`src/rtl/instr_fetch_unit.sv`:
```
// Instruction fetch unit: single-outstanding-request fetcher feeding a small
// instruction queue, with redirect flush and discard of in-flight data.
module instr_fetch_unit #(
  parameter logic [29:0] RESET_WPC = 30'h0,
  parameter int          DEPTH     = 2
) (
  input  logic        clk,
  input  logic        reset,
  output logic        imem_req,
  output logic [31:0] imem_addr,
  input  logic        imem_ack,
  input  logic [31:0] imem_rdata,
  input  logic        i_stall,
  input  logic        i_redirect,
  input  logic [29:0] i_redirect_wpc,
  output logic        o_valid,
  output logic [31:0] o_instr,
  output logic [29:0] o_add_pc
);
  localparam int PW = (DEPTH > 2) ? 2 : 1;
  localparam int CW = (DEPTH > 3) ? 3 : 2;
  localparam logic [CW-1:0] FULL = CW'(DEPTH);

  typedef enum logic [1:0] {S_IDLE, S_REQ, S_DISCARD} state_t;

  state_t        r_state;
  logic          r_req;
  logic [29:0]   r_fetch_wpc;
  logic [29:0]   r_hold_wpc;
  logic [CW-1:0] r_count;
  logic [PW-1:0] r_rp, r_wp;
  logic [31:0]   r_instr [DEPTH];
  logic [29:0]   r_wpc   [DEPTH];

  logic          w_push, w_pop;
  logic [CW-1:0] w_cnt_next;

  function automatic logic [PW-1:0] ptr_inc(input logic [PW-1:0] p);
    return (p == PW'(DEPTH - 1)) ? '0 : p + PW'(1);
  endfunction

  assign w_push     = (r_state == S_REQ) && imem_ack && !i_redirect;
  assign w_pop      = o_valid && !i_stall && !i_redirect;
  assign w_cnt_next = r_count + CW'(w_push) - CW'(w_pop);

  // While discarding, the bus keeps the abandoned address; fetch_wpc already
  // holds the redirect target.
  assign imem_req  = r_req;
  assign imem_addr = {(r_state == S_DISCARD) ? r_hold_wpc : r_fetch_wpc, 2'b00};

  assign o_valid  = (r_count != '0);
  assign o_instr  = o_valid ? r_instr[r_rp] : 32'h0;
  assign o_add_pc = o_valid ? r_wpc[r_rp] + 30'd1 : 30'h0;

  always_ff @(posedge clk) begin
    if (w_push) begin
      r_instr[r_wp] <= imem_rdata;
      r_wpc[r_wp]   <= r_fetch_wpc;
    end
  end

  always_ff @(posedge clk) begin
    if (reset) begin
      r_state     <= S_IDLE;
      r_req       <= 1'b0;
      r_fetch_wpc <= RESET_WPC;
      r_hold_wpc  <= RESET_WPC;
      r_count     <= '0;
      r_rp        <= '0;
      r_wp        <= '0;
    end else begin
      if (i_redirect) begin
        r_count     <= '0;
        r_rp        <= '0;
        r_wp        <= '0;
        r_fetch_wpc <= i_redirect_wpc;
      end else begin
        if (w_push) begin
          r_wp        <= ptr_inc(r_wp);
          r_fetch_wpc <= r_fetch_wpc + 30'd1;
        end
        if (w_pop) r_rp <= ptr_inc(r_rp);
        r_count <= w_cnt_next;
      end

      case (r_state)
        S_IDLE: begin
          if (i_redirect || (r_count < FULL)) begin
            r_state <= S_REQ;
            r_req   <= 1'b1;
          end
        end
        S_REQ: begin
          if (i_redirect && !imem_ack) begin
            r_state    <= S_DISCARD;
            r_hold_wpc <= r_fetch_wpc;
          end else if (w_push && (w_cnt_next >= FULL)) begin
            r_state <= S_IDLE;
            r_req   <= 1'b0;
          end
        end
        S_DISCARD: begin
          if (imem_ack) r_state <= S_REQ;
        end
        default: begin
          r_state <= S_IDLE;
          r_req   <= 1'b0;
        end
      endcase
    end
  end
endmodule

```
`config.mk`:
```
export PLATFORM = sky130hd
export DESIGN_NAME = instr_fetch_unit
export DESIGN_NICKNAME = d
export VERILOG_FILES = /design/src/rtl/instr_fetch_unit.sv
export SDC_FILE = /design/constraint.sdc
export NUM_CORES = 1
export LEC_CHECK = 0
export CAP_MARGIN = 20
export CORE_UTILIZATION = 45
export CTS_BUF_LIST = sky130_fd_sc_hd__clkbuf_4 sky130_fd_sc_hd__clkbuf_8
export CTS_CLUSTER_DIAMETER = 80
export DETAILED_ROUTE_END_ITERATION = 8
export PLACE_DENSITY_LB_ADDON = 0.25
export SETUP_SLACK_MARGIN = 0.05
export SKIP_CTS_REPAIR_TIMING = 1
export SLEW_MARGIN = 20
export SYNTH_ARGS = -nofsm -noshare
export SYNTH_HDL_FRONTEND = slang
export SYNTH_SLANG_ARGS = --single-unit
```
`constraint.sdc`:
```
create_clock -name clk -period 10.3 [get_ports clk]
set_clock_uncertainty 0.1 [all_clocks]
set_input_delay 2.06 -clock clk [delete_from_list [all_inputs] [get_ports clk]]
set_output_delay 2.06 -clock clk [all_outputs]
set_load 0.01 [all_outputs]
```
# == After elaboration in Yosys (flattened, before gate mapping) ==
# Memory sizes are Yosys's and may differ from the RTL's. A register that Yosys moved wholly into a read port is not among the register bits.
# Cells that the tools add are included.
# totals
regBits,67
mem_bits_rw,124
in_bits,67
output_inout_bits,96
wordCells,64
mem_count,2
# op_classes
add_sub_neg,6
magnitude_cmp,2
n_eq_ne,7
n_mux,22
bitwise,1
reduce_logical,17
# mem_list
memory,depth,width,read_ports,rd_clocked_by_memory_dff,wr,line,source
r_instr,2,32,1,1,1,32,logic [31:0] r_instr [DEPTH];
r_wpc,2,30,1,1,1,33,logic [29:0] r_wpc [DEPTH];
# op_table
operator,n
$mux 30,4
$add 30x1->30 const B,2
$mux 32,1
$mux 1,11
$mux 2,4
$logic_and 1x1->1,6
$ne 2x2->1 const B,3
$pmux 2 s3,1
$reduce_and 4->1,1
$reduce_bool 2->1,2
$logic_not 1->1,3
$ne 3x1->1 const B,1
$pmux 1 s3,1
$reduce_and 3->1,1
$add 1x1->1 const B,2
$add 2x1->2,1
$eq 2x1->1 const B,1
$eq 2x2->1 const B,1
$ge 2x2->1 const B,1
$logic_not 2->1,1
$lt 2x2->1 const B,1
$ne 2x1->1 const B,1
$reduce_and 2->1,1
$reduce_or 2->1,1
other kinds (3),3

# == Logic depth before layout (Yosys ltp) ==
# logic_depth
ltp_word,10
ltp_mapped,11
depth_no_buf,10

# == Worst setup path after synthesis ==
# No wires, ideal clock.
# synth_timing
kind,input-to-reg
startpoint,input i_redirect
endpoint,memory r_instr[0][0] (enable)
setup_ns,0.482
arrival_ns,5.084
required_ns,9.718
path_slack_ns,4.634
cell_stages,4
path_buffers,1
cell_sequence,clkbuf_1 > clkinv_1 > nand3_1 > nor2_1
# synth_via
elab_chain_cells,4
# synth_lines
item,line,source
start: declaration,14,"input logic i_redirect,"
$logic_not 1->1,42,assign w_push = (r_state == S_REQ) && imem_ack && !i_redirect;
$logic_and 1x1->1,42,
$mux 1,56,if (w_push) begin
$mux 1 (implied by the code),57,r_instr[r_wp] <= imem_rdata;
end: declaration,32,
# No other way between the ends.

==> run_results.csv <==
group,metric,value,unit
setup_path,cp.required,8.14,ns
route,drtAntennaViolNets,0,
sta,tns,0,ns
die,rows,50,
layout,diodes,0,
clock_network,clkSlewWorstSetupHoldPaths,0.09,ns
clock_network,cts_max_path_buffers,2,
run_status,outcome,"complete, no violations",
setup_path,setup.worst_path.class,"flip-flop to output pin",
sta,tightest_slew,0.913,ns
clock_network,clock-sinks,192,
flow_run,cap_violations,0,
placement,place_congestion,0.828,
pwr,p_per_area,137,nW/um^2
setup_path,crit_chain,"buf_4, nand4_1, a222oi_1, nand3_2, or3_1, a221oi_2, clkdlybuf4s50_1",
grt,grt_remaining_overflow,0,
sta,finalSetupViolCount,0,
setup_path,crit_arrival,4.42,ns
placement,placed_area,10700,sq um
layout,syn_to_final_growth,25.2,%
synth,ys_seq_area_share,57.5,%
layout,mostFrequentLayoutCell,"clkdlybuf4s50_1",
setup_path,timing.rr.start,"r_state[0]$_SDFFE_PP0P_",
clock_network,insertion_delay,0.46,ns
synth,synthesis.area_per_instance,11.1,sq um
setup_path,crit_family,"buffers and inverters",
placement,post-dp-hpwl,13300,um
grt,grt.total_usage,20.0,%
pwr,power.leakage,3.56,nW
layout,nNetsFinal,1006,
die,chipWidth,142,um
route,num_vias,6334,
synth,synth_cell_types,57,
route,wire_per_inst,16.3,um
setup_path,startpoint_type,"flip-flop",
layout,final_cell_area,11100,sq um
layout,finish.utilization,58.4,%
sta,drv_slew,0,
die,initial_core_util,46.6,%
synth,syn-cell-area,8840,sq um
die,boundaryPins,163,
grt,grt_pass1_wl,31500,um
setup_path,slowest_stage,"a222oi_1",
synth,synth_edf_count,124,
clock_network,ctsHtreeMaxLevel,4,
die,core_region_area,19000,sq um
layout,final_cell_mix,"159 x clkdlybuf4s50_1, 124 x edfxtp_1, 91 x nand2_1",
worst_hold_path,worstHoldPathType,"flip-flop to flip-flop",
setup_path,crit_fanout,59,
grt,first_global_vias,6054,
route,via_per_inst,5.24,
synth,syn_inst,794,
synth,synth_flop_cell,"edfxtp_1",
pwr,peakVddDrop,0.0000888,V
route,drtPass1Iterations,5,
sta,hold_viol_final,0,
clock_network,cts-root-buf,"clkbuf_8",
sta,period_share,63.9,%
setup_path,setup.worst_path.end_class,"output pin",
synth,synth_top_cell_by_area,"edfxtp_1",
clock_network,cts_buffers,17,
sta,max_slew_margin,39.1,%
sta,achievable-frequency,0.152,GHz
synth,synth.top_cell.area_share,42.1,%
die,die_h,142,um
die,dieArea,20200,sq um
worst_hold_path,hp-start,"r_hold_wpc[0]$_SDFFE_PP0P_",
clock_network,tritoncts,"done",
route,drt-initial-drc-count,478,
synth,synth_seq_cells,192,
sta,rsz0062_at_grt,"no",
synth,ys_warn_count,0,
route,drc,0,
setup_path,crit_path_max_incr_delay,0.83,ns
placement,port_buffers,160,
grt,antenna_found_initial,0,
sta,timing.hold.ws,0.358,ns
layout,drive_gt1_share,9.28,%
grt,grt_max_degree,69,
route,routed_wirelength,19700,um
synth,synth_area_leaders,"edfxtp_1 42%, dfxtp_1 15%, mux2i_1 6.6%, mux2_2 4.2%, nand2_1 3.9%",
sta,post-route-min-period,6.58,ns
synth,synth-async-reset-ratio,0,%
setup_path,critPathBufInv,2,
[area by class of cell]
cell class,count,area [sq um]
fillers,1605,7890
flip-flops and latches,192,5090
multi-input cells,546,3540
repair buffers,170,1670
well taps,260,325
clock buffers,17,234
clock inverters,15,179
inverters,8,30.0
[cell usage after synthesis, drive strengths merged, types with 7 or more instances]
cell,number
edfxtp,124
mux2,33
nor2,89
a21oi,42
nand2,92
nor3,26
nand4,22
inv,7
and3,8
clkbuf,34
dfxtp,68
xor2,26
nand3,28
mux2i,58
nand4b,7
a211oi,23
nand3b,8
o21ai,9
xnor2,20
buf,15
[path summary, 6_finish.rpt]
path	cells past startpoint	slack (ns)	end
max	7	3.72	o_add_pc[20]
min	2	0.36	r_hold_wpc[0]$_SDFFE_PP0P_
max reg2reg	10	7.38	r_state[0]$_SDFFE_PP0P_
min reg2reg	2	0.36	r_hold_wpc[0]$_SDFFE_PP0P_
[cells by family after synthesis]
family	Yosys count	share of synthesized area, %
buffers and inverters	57	2.76
flip-flops	192	57.5
adder cells (fa/ha/maj)	4	0.566
multiplexers	91	10.8
AND/OR/NAND/NOR	308	16.9
AO/OA/AOI/OAI	95	6.87
other	1	0.0424
XOR/XNOR	46	4.56
[where the power goes]
group	switching, mW	internal [mW]	leakage (nW)	total, mW
clock	0.269	0.243	0.212	0.512
combinational	0.0632	0.0721	1.67	0.135
sequential	0.0248	0.840	1.68	0.865
[registers in the layout, indices dropped and copies added (netlist names), named ones only]
register,flops
r_instr,64
r_wpc,60
r_fetch_wpc,30
r_hold_wpc,30
r_count,2
r_state,2
imem_req,1
r_rp,1
r_wp,1
[per-layer routing]
metal / part of all wire [%] / vias up / GRT usage, %
met5: 0 / - / 0
met4: 0.91 / 0 / 5.77
met3: 6.2 / 16 / 3.84
met2: 44 / 189 / 31.7
met1: 49 / 2976 / 27.9
li1: - / 3153 / -
[tightest hold or removal path, stage by stage (launching register included)]
cell	delay, ns
dfxtp_1	0.32
nand2_1	0.05
a21oi_1	0.05
[metrics by stage]
stage	instances	setup slack, ns	total power, mW
2_1_floorplan	795	4.63	0.944
3_3_place_gp	1176	4.26	1.02
3_5_place_dp	1176	4.21	1.02
4_1_cts	1208	3.67	1.53
5_1_grt	1208	3.37	1.57
6_report	1208	3.72	1.51
(Power assumes the default switching activity.)
